[config.mk]
export PLATFORM = sky130hd
export DESIGN_NAME = uart_apb_sequencer_flat
export DESIGN_NICKNAME = d
export VERILOG_FILES = /design/src/rtl/uart_seq_pkg.sv /design/src/rtl/uart_apb_sequencer_if.sv /design/src/rtl/uart_seq_err_cnt.sv /design/src/rtl/uart_apb_sequencer.sv /design/src/flat_wrapper.sv
export SDC_FILE = /design/constraint.sdc
export NUM_CORES = 1
export LEC_CHECK = 0
export CAP_MARGIN = 20
export CORE_MARGIN = 4
export CORE_UTILIZATION = 30
export CTS_BUF_LIST = sky130_fd_sc_hd__clkbuf_16
export DETAILED_ROUTE_END_ITERATION = 12
export PLACE_DENSITY = 0.57
export SLEW_MARGIN = 10
export SYNTH_ARGS = -nofsm -noshare
export SYNTH_HDL_FRONTEND = slang
export SYNTH_HIERARCHICAL = 1
export SYNTH_SLANG_ARGS = --single-unit
[constraint.sdc]
create_clock -name PCLK -period 1.81 [get_ports PCLK]
set_clock_uncertainty 0.2 [all_clocks]
set_input_delay 0.2715 -clock PCLK [delete_from_list [all_inputs] [get_ports PCLK]]
set_output_delay 0.2715 -clock PCLK [all_outputs]
set_load 0.05 [all_outputs]
[src/rtl/uart_seq_pkg.sv]
// Shared types and constants for the UART APB sequencer: FSM state encoding,
// UART register offsets, STATUS bit positions and small helpers.
package uart_seq_pkg;

    typedef enum logic [3:0] {
        IDLE,
        CFG1_S,
        CFG1_A,
        CFG2_S,
        CFG2_A,
        POLL_S,
        POLL_A,
        RX_S,
        RX_A,
        TX_S,
        TX_A
    } state_e;

    // Byte addresses of the UART registers (PADDR[1:0] is always zero)
    localparam logic [4:0] ADDR_TXDATA = 5'h00;
    localparam logic [4:0] ADDR_RXDATA = 5'h04;
    localparam logic [4:0] ADDR_CTRL1  = 5'h08;
    localparam logic [4:0] ADDR_CTRL2  = 5'h0C;
    localparam logic [4:0] ADDR_STATUS = 5'h10;

    // STATUS register bit positions
    localparam int unsigned STATUS_TXRDY       = 0;
    localparam int unsigned STATUS_RXRDY       = 1;
    localparam int unsigned STATUS_PARITY_ERR  = 2;
    localparam int unsigned STATUS_OVERFLOW    = 3;
    localparam int unsigned STATUS_FRAMING_ERR = 4;

    // True for the APB access-phase states (PENABLE high)
    function automatic logic is_access(input state_e s);
        return (s == CFG1_A) || (s == CFG2_A) || (s == POLL_A) || (s == RX_A) || (s == TX_A);
    endfunction

    // Increment that sticks at 255
    function automatic logic [7:0] sat_inc(input logic [7:0] v);
        return (v == 8'hFF) ? v : v + 8'd1;
    endfunction

endpackage

[src/rtl/uart_apb_sequencer_if.sv]
// APB bus between the sequencer (master) and the UART register block (slave).
interface uart_apb_sequencer_if;

    logic [4:0] PADDR;
    logic       PSEL;
    logic       PENABLE;
    logic       PWRITE;
    logic [7:0] PWDATA;
    logic [7:0] PRDATA;
    logic       PREADY;
    logic       PSLVERR;

    modport master (
        output PADDR, PSEL, PENABLE, PWRITE, PWDATA,
        input  PRDATA, PREADY, PSLVERR
    );

    modport slave (
        input  PADDR, PSEL, PENABLE, PWRITE, PWDATA,
        output PRDATA, PREADY, PSLVERR
    );

endinterface

[src/rtl/uart_seq_err_cnt.sv]
// Saturating error-event counters fed by successive STATUS poll samples.
// A counter steps when its STATUS bit goes 0->1 between two polls; the first
// poll after reset compares against an all-zero history.
module uart_seq_err_cnt
    import uart_seq_pkg::*;
(
    input  logic       PCLK,
    input  logic       PRESET,
    input  logic       sample_en,
    input  logic [7:0] status,
    output logic [7:0] parity_cnt,
    output logic [7:0] framing_cnt,
    output logic [7:0] overflow_cnt
);

    // {framing, overflow, parity}
    logic [2:0] cur;
    logic [2:0] prev_q;
    logic [2:0] rise;
    logic       unused_status;

    assign cur  = {status[STATUS_FRAMING_ERR], status[STATUS_OVERFLOW], status[STATUS_PARITY_ERR]};
    assign rise = cur & ~prev_q;
    assign unused_status = ^{status[7:5], status[STATUS_RXRDY], status[STATUS_TXRDY]};

    // Edge history and counters, updated once per completed poll
    always_ff @(posedge PCLK) begin
        if (PRESET) begin
            prev_q       <= 3'b000;
            parity_cnt   <= 8'h00;
            overflow_cnt <= 8'h00;
            framing_cnt  <= 8'h00;
        end else if (sample_en) begin
            prev_q <= cur;
            if (rise[0]) parity_cnt   <= sat_inc(parity_cnt);
            if (rise[1]) overflow_cnt <= sat_inc(overflow_cnt);
            if (rise[2]) framing_cnt  <= sat_inc(framing_cnt);
        end
    end

endmodule

[src/rtl/uart_apb_sequencer.sv]
// APB master that configures a UART once after reset, then polls STATUS and
// moves single bytes between the UART and the tx/rx valid-ready streams.
// Optional build macro UART_SEQ_ERR_CNT_EN adds parity/framing/overflow
// event counters.
module uart_apb_sequencer
    import uart_seq_pkg::*;
#(
    parameter logic [12:0] BAUD_VALUE = 13'd0,
    parameter bit          BIT8       = 1'b1,
    parameter bit          PARITY_EN  = 1'b0,
    parameter bit          ODD_N_EVEN = 1'b0
) (
    input  logic                        PCLK,
    input  logic                        PRESET,
    uart_apb_sequencer_if.master        apb,
    input  logic [7:0]                  tx_data,
    input  logic                        tx_valid,
    output logic                        tx_ready,
    output logic [7:0]                  rx_data,
    output logic                        rx_valid,
    input  logic                        rx_ready,
    output logic                        cfg_done
`ifdef UART_SEQ_ERR_CNT_EN
    ,
    output logic [7:0]                  parity_cnt,
    output logic [7:0]                  framing_cnt,
    output logic [7:0]                  overflow_cnt
`endif
);

    localparam logic [7:0] CTRL1_DATA = BAUD_VALUE[7:0];
    localparam logic [7:0] CTRL2_DATA = {BAUD_VALUE[12:8], ODD_N_EVEN, PARITY_EN, BIT8};

    state_e     state_q, state_d;
    // Setup state entered after the one-cycle IDLE gap
    state_e     target_q, target_d;
    logic [7:0] tx_q;
    logic [7:0] rx_data_q;
    logic       rx_valid_q;
    logic       cfg_done_q;
    logic       unused_slverr;

    assign unused_slverr = apb.PSLVERR;

    // State and gap-target registers; reset aborts any transfer in flight
    always_ff @(posedge PCLK) begin
        if (PRESET) begin
            state_q  <= IDLE;
            target_q <= CFG1_S;
        end else begin
            state_q  <= state_d;
            target_q <= target_d;
        end
    end

    // Next-state: every transfer is S -> A (held until PREADY) -> IDLE -> next S
    always_comb begin
        state_d  = state_q;
        target_d = target_q;
        case (state_q)
            IDLE:   state_d = target_q;
            CFG1_S: state_d = CFG1_A;
            CFG1_A: if (apb.PREADY) begin
                state_d  = IDLE;
                target_d = CFG2_S;
            end
            CFG2_S: state_d = CFG2_A;
            CFG2_A: if (apb.PREADY) begin
                state_d  = IDLE;
                target_d = POLL_S;
            end
            POLL_S: state_d = POLL_A;
            POLL_A: if (apb.PREADY) begin
                state_d = IDLE;
                // RX wins; no RXDATA read while the previous byte is unconsumed
                if (apb.PRDATA[STATUS_RXRDY] && !rx_valid_q) begin
                    target_d = RX_S;
                end else if (apb.PRDATA[STATUS_TXRDY] && tx_valid) begin
                    target_d = TX_S;
                end else begin
                    target_d = POLL_S;
                end
            end
            RX_S:   state_d = RX_A;
            RX_A:   if (apb.PREADY) begin
                state_d  = IDLE;
                target_d = POLL_S;
            end
            TX_S:   state_d = TX_A;
            TX_A:   if (apb.PREADY) begin
                state_d  = IDLE;
                target_d = POLL_S;
            end
            default: begin
                state_d  = IDLE;
                target_d = CFG1_S;
            end
        endcase
    end

    // APB outputs decoded from the current state; address/data fixed per transfer
    always_comb begin
        apb.PSEL    = (state_q != IDLE);
        apb.PENABLE = is_access(state_q);
        apb.PWRITE  = 1'b0;
        apb.PADDR   = ADDR_TXDATA;
        apb.PWDATA  = 8'h00;
        tx_ready    = 1'b0;
        case (state_q)
            CFG1_S, CFG1_A: begin
                apb.PWRITE = 1'b1;
                apb.PADDR  = ADDR_CTRL1;
                apb.PWDATA = CTRL1_DATA;
            end
            CFG2_S, CFG2_A: begin
                apb.PWRITE = 1'b1;
                apb.PADDR  = ADDR_CTRL2;
                apb.PWDATA = CTRL2_DATA;
            end
            POLL_S, POLL_A: apb.PADDR = ADDR_STATUS;
            RX_S, RX_A:     apb.PADDR = ADDR_RXDATA;
            TX_S: begin
                // Byte is taken this cycle, so drive it straight through
                tx_ready   = 1'b1;
                apb.PWRITE = 1'b1;
                apb.PWDATA = tx_data;
            end
            TX_A: begin
                apb.PWRITE = 1'b1;
                apb.PWDATA = tx_q;
            end
            default: ;
        endcase
    end

    // Datapath: TX byte latch, RX holding register, configuration flag
    always_ff @(posedge PCLK) begin
        if (PRESET) begin
            tx_q       <= 8'h00;
            rx_data_q  <= 8'h00;
            rx_valid_q <= 1'b0;
            cfg_done_q <= 1'b0;
        end else begin
            if (state_q == TX_S) tx_q <= tx_data;
            if (state_q == RX_A && apb.PREADY) begin
                rx_data_q  <= apb.PRDATA;
                rx_valid_q <= 1'b1;
            end else if (rx_valid_q && rx_ready) begin
                rx_valid_q <= 1'b0;
            end
            if (state_q == CFG2_A && apb.PREADY) cfg_done_q <= 1'b1;
        end
    end

    assign rx_data  = rx_data_q;
    assign rx_valid = rx_valid_q;
    assign cfg_done = cfg_done_q;

`ifdef UART_SEQ_ERR_CNT_EN
    logic poll_done;
    assign poll_done = (state_q == POLL_A) && apb.PREADY;

    uart_seq_err_cnt u_err_cnt (
        .PCLK         (PCLK),
        .PRESET       (PRESET),
        .sample_en    (poll_done),
        .status       (apb.PRDATA),
        .parity_cnt   (parity_cnt),
        .framing_cnt  (framing_cnt),
        .overflow_cnt (overflow_cnt)
    );
`endif

endmodule
[src/flat_wrapper.sv]
// flat-port wrapper written by rule: the top's interface ports become plain ports
module uart_apb_sequencer_flat import uart_seq_pkg::*;
#(
    parameter logic [12:0] BAUD_VALUE = 13'd0,
    parameter bit          BIT8       = 1'b1,
    parameter bit          PARITY_EN  = 1'b0,
    parameter bit          ODD_N_EVEN = 1'b0
)
  (PCLK, PRESET, tx_data, tx_valid, tx_ready, rx_data, rx_valid, rx_ready, cfg_done, apb_PADDR, apb_PSEL, apb_PENABLE, apb_PWRITE, apb_PWDATA, apb_PRDATA, apb_PREADY, apb_PSLVERR);
  uart_apb_sequencer_if apb_i ();
  input  logic PCLK;
  input  logic PRESET;
  input  logic [7:0] tx_data;
  input  logic tx_valid;
  output logic tx_ready;
  output logic [7:0] rx_data;
  output logic rx_valid;
  input  logic rx_ready;
  output logic cfg_done;
  output wire logic [$bits(apb_i.PADDR)-1:0] apb_PADDR;
  output wire logic [$bits(apb_i.PSEL)-1:0] apb_PSEL;
  output wire logic [$bits(apb_i.PENABLE)-1:0] apb_PENABLE;
  output wire logic [$bits(apb_i.PWRITE)-1:0] apb_PWRITE;
  output wire logic [$bits(apb_i.PWDATA)-1:0] apb_PWDATA;
  input wire logic [$bits(apb_i.PRDATA)-1:0] apb_PRDATA;
  input wire logic [$bits(apb_i.PREADY)-1:0] apb_PREADY;
  input wire logic [$bits(apb_i.PSLVERR)-1:0] apb_PSLVERR;
  assign apb_PADDR = apb_i.PADDR;
  assign apb_PSEL = apb_i.PSEL;
  assign apb_PENABLE = apb_i.PENABLE;
  assign apb_PWRITE = apb_i.PWRITE;
  assign apb_PWDATA = apb_i.PWDATA;
  assign apb_i.PRDATA = apb_PRDATA;
  assign apb_i.PREADY = apb_PREADY;
  assign apb_i.PSLVERR = apb_PSLVERR;
  uart_apb_sequencer #(.BAUD_VALUE(BAUD_VALUE), .BIT8(BIT8), .PARITY_EN(PARITY_EN), .ODD_N_EVEN(ODD_N_EVEN)) u_core (.PCLK(PCLK), .PRESET(PRESET), .apb(apb_i), .tx_data(tx_data), .tx_valid(tx_valid), .tx_ready(tx_ready), .rx_data(rx_data), .rx_valid(rx_valid), .rx_ready(rx_ready), .cfg_done(cfg_done));
endmodule
# After elaboration in Yosys (flattened, before gate mapping)

Cells that the tools add are included.

Register bits: 26
Output and inout port bits: 27

Equal/unequal tests: 14
Mux-type cells: 14
Bitwise logic cells: 1
Reduce and logical (&&, ||, !) cells: 22

Operator list:

| cell                                                 | number |
|---|---|
| case mux 4 bit (7 select lines)                      | 1 |
| two-way mux 4 bit                                    | 6 |
| case mux 8 bit (3 select lines)                      | 1 |
| case mux 5 bit (4 select lines)                      | 1 |
| equality test 4 x 3 -> 1 bit (second input constant) | 4 |
| case mux 4 bit (4 select lines)                      | 1 |
| equality test 4 bit (second input constant)          | 3 |
| OR reduction 6 bit                                   | 2 |
| equality test 4 x 2 -> 1 bit (second input constant) | 2 |
| OR reduction 2 bit                                   | 4 |
| logical AND 1 bit                                    | 5 |
| OR reduction 5 bit                                   | 1 |
| equality test 4 x 1 -> 1 bit (second input constant) | 1 |
| logical NOT 4 bit                                    | 1 |
| logical OR 1 bit                                     | 4 |
| two-way mux 1 bit                                    | 4 |
| != test 2 x 1 -> 1 bit (second input constant)       | 2 |
| != test 2 bit (second input constant)                | 2 |
| AND reduction 4 bit                                  | 1 |
| nonzero test 4 bit                                   | 1 |
| OR reduction 3 bit                                   | 1 |
| nonzero test 2 bit                                   | 1 |
| logical NOT 1 bit                                    | 1 |
| NOT 1 bit                                            | 1 |

# Logic depth before layout (Yosys ltp)

Word-level depth: 5
Depth in mapped cells: 6
Depth with buffers taken out: 5

# Worst setup path before layout

No wires, ideal clock.

Path kind: reg-to-output
From: register u_core.state_q[1]
To: output port apb_PWDATA[0]
Data arrival time: 2.048 ns
Required time: 1.339 ns
Setup slack: -0.709 ns
Stages on the path, launching flop included: 6
Path buffers: 1
Cells stage by stage: dfxtp_1 > buf_4 > nor2b_1 > a22o_1 > mux2i_1 > o21ai_0

Word-level cells in the longest chain between the ends: 3

Ends and longest elaborated chain:

| element                                                                             | line                      | RTL |
|---|---|---|
| start, declared                                                                     | uart_apb_sequencer.sv:34  | `state_e state_q, state_d;` |
| start signal, assigned                                                              | uart_apb_sequencer.sv:51  | `state_q <= state_d;` |
| equality test 4 x 2 -> 1 bit / equality test 4 x 3 -> 1 bit (equally long branches) | uart_apb_sequencer.sv:109 | `case (state_q)` |
| OR reduction 2 bit                                                                  | n/a                       |  |
| case mux 8 bit (3 select lines) (*)                                                 | uart_apb_sequencer.sv:109 |  |
| end, declared                                                                       | flat_wrapper.sv:24        | `output wire logic [$bits(apb_i.PWDATA)-1:0] apb_PWDATA;` |

Every way passes the cells marked *; elsewhere a longest branch is shown, timed or not.

# Worst setup path after layout

From: register u_core.state_q[1]
To: output port apb_PADDR[3]

Word-level cells in the longest chain between the ends: 3

Ends and longest elaborated chain:

| element                                                    | line                      | RTL |
|---|---|---|
| equality test 4 x 3 -> 1 bit, or another cell as far along | uart_apb_sequencer.sv:109 |  |
| OR reduction 2 bit (on tied branches)                      | n/a                       |  |
| case mux 5 bit (4 select lines) (*)                        | uart_apb_sequencer.sv:109 |  |
| end, declared                                              | flat_wrapper.sv:20        | `output wire logic [$bits(apb_i.PADDR)-1:0] apb_PADDR;` |

Marks and branches as above.

==> impl_metrics.toml <==
[place]
place.detailed.hpwl_mm = 2.78
postPlaceCellArea_mm2 = 0.00207
routabilityCongestion = 0.964
io_buffer_count = 45

[synth]
syn_area_per_cell_um2 = 7.90
netlist_instances = 162
netlist_area_mm2 = 0.00128
synth-seq-cells = 25
ys_types = 37
seq_area_frac_synth = 0.391
yosys_warnings = 6

[timing]
fin_crit_sh = 1.03
hold_viol_final = 0
max_freq_ghz = 0.534
fin_ws_ns = -0.0632
period_needed_ns = 1.87
rsz0062_at_grt = "yes"
final_max_slew_viol_count = 0
setup_violations = 11

[clocking]
path_clk_slew_ns = 0.06
cts_buffers = 3
cts_root_buf = "clkbuf_16"
cts.sinks = 25
htreeDepth = 1
cts_tree = "done"
clk_latency_ns = 0.26
cts_hold_buf = 0
cts_buffer_depth = 2

[power_and_ir_drop]
powerDensity_mw_per_mm2 = 1530
vdd_drop_max_v = 0.000750
power.leakage_nw = 0.979

[routing]
drc = 0
drt-total-wl_mm = 3.69
dr_total_vias = 1339
detail_route.wl_per_cell_um = 13.3
vias_per_cell = 4.83
antenna_left = 0
drt_iter0_markers = 66
drt-pass1-iter-count = 4

[floorplan]
core_mm2 = 0.00406
dieArea_mm2 = 0.00538
io-pin-count = 49
rows = 23
die_height_um = 73.3
die_x_um = 73.3
start_util = 0.315

[setup_path]
end_kind = "primary output"
cp-start-kind = "flop"
worst-setup-path-type = "flop to primary output"
required_ns = 1.34
r2r-start = "u_core/state_q[1]"
cp_data_arrival_time_ns = 1.40
worst_r2r_path_depth = 8
critPathLaunch = "u_core/state_q[1]"
cp_max_fo = 6

[grt]
grtUsageTotal = 0.141
grt_pass1_wl_mm = 6.07
antenna_found_initial = 0
grt.overflow.total = 0
grt_start_max_net_pins = 15
grt_pass1_vias = 1386

[worst_hold_path]
worstHoldStart = "u_core/tx_q[4]"
hold_class = "flop to flop"
min_path_cells = 2

[finish]
area_growth_pct = 75.6
fin_nets = 250
diodes = 0
fin_util = 0.554
layout-drive-gt1-share = 0.383
final_cell_area_mm2 = 0.00225

[run]
max_cap_violations = 0

[run_status]
violations = "setup timing"
status = "complete, but fails checks"
## power by group
group / leakage (nW) / switching (mW) / internal (mW)
clock: 0.0409 / 0.190 / 0.297
sequential: 0.205 / 0.110 / 0.641
combinational: 0.733 / 1.16 / 1.05
## layer usage
layer,wire [um],global-route usage,vias to the layer above
met4,68,0.0543,0
li1,-,-,671
met3,192,0.0260,11
met2,1830,0.254,51
met1,1600,0.163,606
met5,0,0,-
## path summary, 6_finish.rpt
check	end	slack (ns)
setup reg to reg	u_core/rx_data[2]	0.09
hold reg to reg	u_core/tx_q[4]	0.26
setup / recovery	apb_PADDR[3]	-0.06
hold / removal	u_core/tx_q[4]	0.26
## area by class of cell
type	count	area, um^2
clock buffers	3	75.1
clock inverters	1	5.00
fillers	367	1810
inverters	3	13.8
multi-input cells	124	777
flip-flops and latches	25	515
well taps	50	62.6
repair buffers	71	798
## stage by stage
step | std cells | setup slack [ns] | setup TNS, ns | hold slack [ns] | total power [mW]
2_1_floorplan | 163 | -0.0840 | -0.131 | 0.207 | 1.87
3_3_place_gp | 268 | -0.0302 | -0.0370 | 0.243 | 2.76
3_5_place_dp | 268 | -0.0671 | -0.127 | 0.254 | 2.78
4_1_cts | 274 | -0.0719 | -0.625 | 0.264 | 3.39
5_1_grt | 277 | -0.168 | -1.44 | 0.283 | 3.61
6_report | 277 | -0.0632 | -0.536 | 0.257 | 3.45
## registers in the layout, indices dropped and copies added (netlist names)
| signal | count |
|---|---|
| u_core/cfg_done | 1 |
| u_core/rx_data | 8 |
| u_core/rx_valid | 1 |
| u_core/state_q | 4 |
| u_core/target_q | 3 |
| u_core/tx_q | 8 |
## repair_timing
| item | CTS | global route |
|---|---|---|
| resized for setup | 14 | 6 |
| pin swaps | 4 | 2 |
| buffers inserted | 2 | 3 |
| endpoints found under the setup margin | 15 | 21 |
## cell usage after synthesis
cell type   n  area, um^2
nand3b_1    1        7.51
nor2_4      1        11.3
nor2b_1     2        12.5
nand2b_1    4        25.0
inv_2       2        7.51
o211a_1     1        10.0
a21oi_1    17        85.1
o21ai_0     5        25.0
a211oi_2    1        12.5
mux2i_1    12         120
buf_1       1        3.75
o22ai_1     1        6.26
nor3_2      1        10.0
nor3b_1     1        7.51
conb_1      1        3.75
o32a_1      2        20.0
and2b_1     1        7.51
inv_1       1        3.75
o22ai_2     1        12.5
nand2_2     1        6.26
and2_4      1        8.76
nor3_1      2        10.0
a31oi_1     1        6.26
nand2_1    36         135
nand3_1     1        5.00
buf_4       4        30.0
a221oi_4    1        26.3
a22o_1      1        8.76
xnor2_1     1        8.76
buf_2       1        5.00
nor2_1     23        86.3
nor2b_2     1        8.76
nand4_1     1        6.26
clkbuf_1    4        15.0
dfxtp_1    25         500
buf_6       1        11.3
a2111oi_1   1        10.0
## cell usage in the layout (no fill, tap or decap), types with 2 or more instances in the layout
cell	synthesis	final
buf_4	4	31
nand2_1	36	28
nor2_1	23	22
dfxtp_1	25	21
clkdlybuf4s50_1	0	20
buf_12	0	16
a21oi_1	17	15
mux2i_1	12	11
nand2_2	1	9
buf_6	1	4
nand2b_1	4	4
dfxtp_4	0	4
clkbuf_16	0	3
o21ai_0	5	3
nor2b_4	0	2
o21ai_2	0	2
nor3_2	1	2
o22ai_2	1	2
a21oi_2	0	2
o32a_1	2	2
conb_1	1	2
## worst max-delay path, stage by stage (launching register included)
cell,delay [ns]
dfxtp_4,0.37
buf_6,0.14
nor2_4,0.20
xnor2_1,0.09
nor2_1,0.19
buf_12,0.16
## kinds of logic after synthesis
| logic type | after synthesis | share of synthesized area |
|---|---|---|
| AO/OA/AOI/OAI | 32 | 0.174 |
| XOR/XNOR | 1 | 0.00684 |
| buffers and inverters | 14 | 0.0596 |
| flip-flops | 25 | 0.391 |
| multiplexers | 12 | 0.0938 |
| other | 1 | 0.00293 |
| AND/OR/NAND/NOR | 77 | 0.272 |
(Power assumes the default switching activity.)
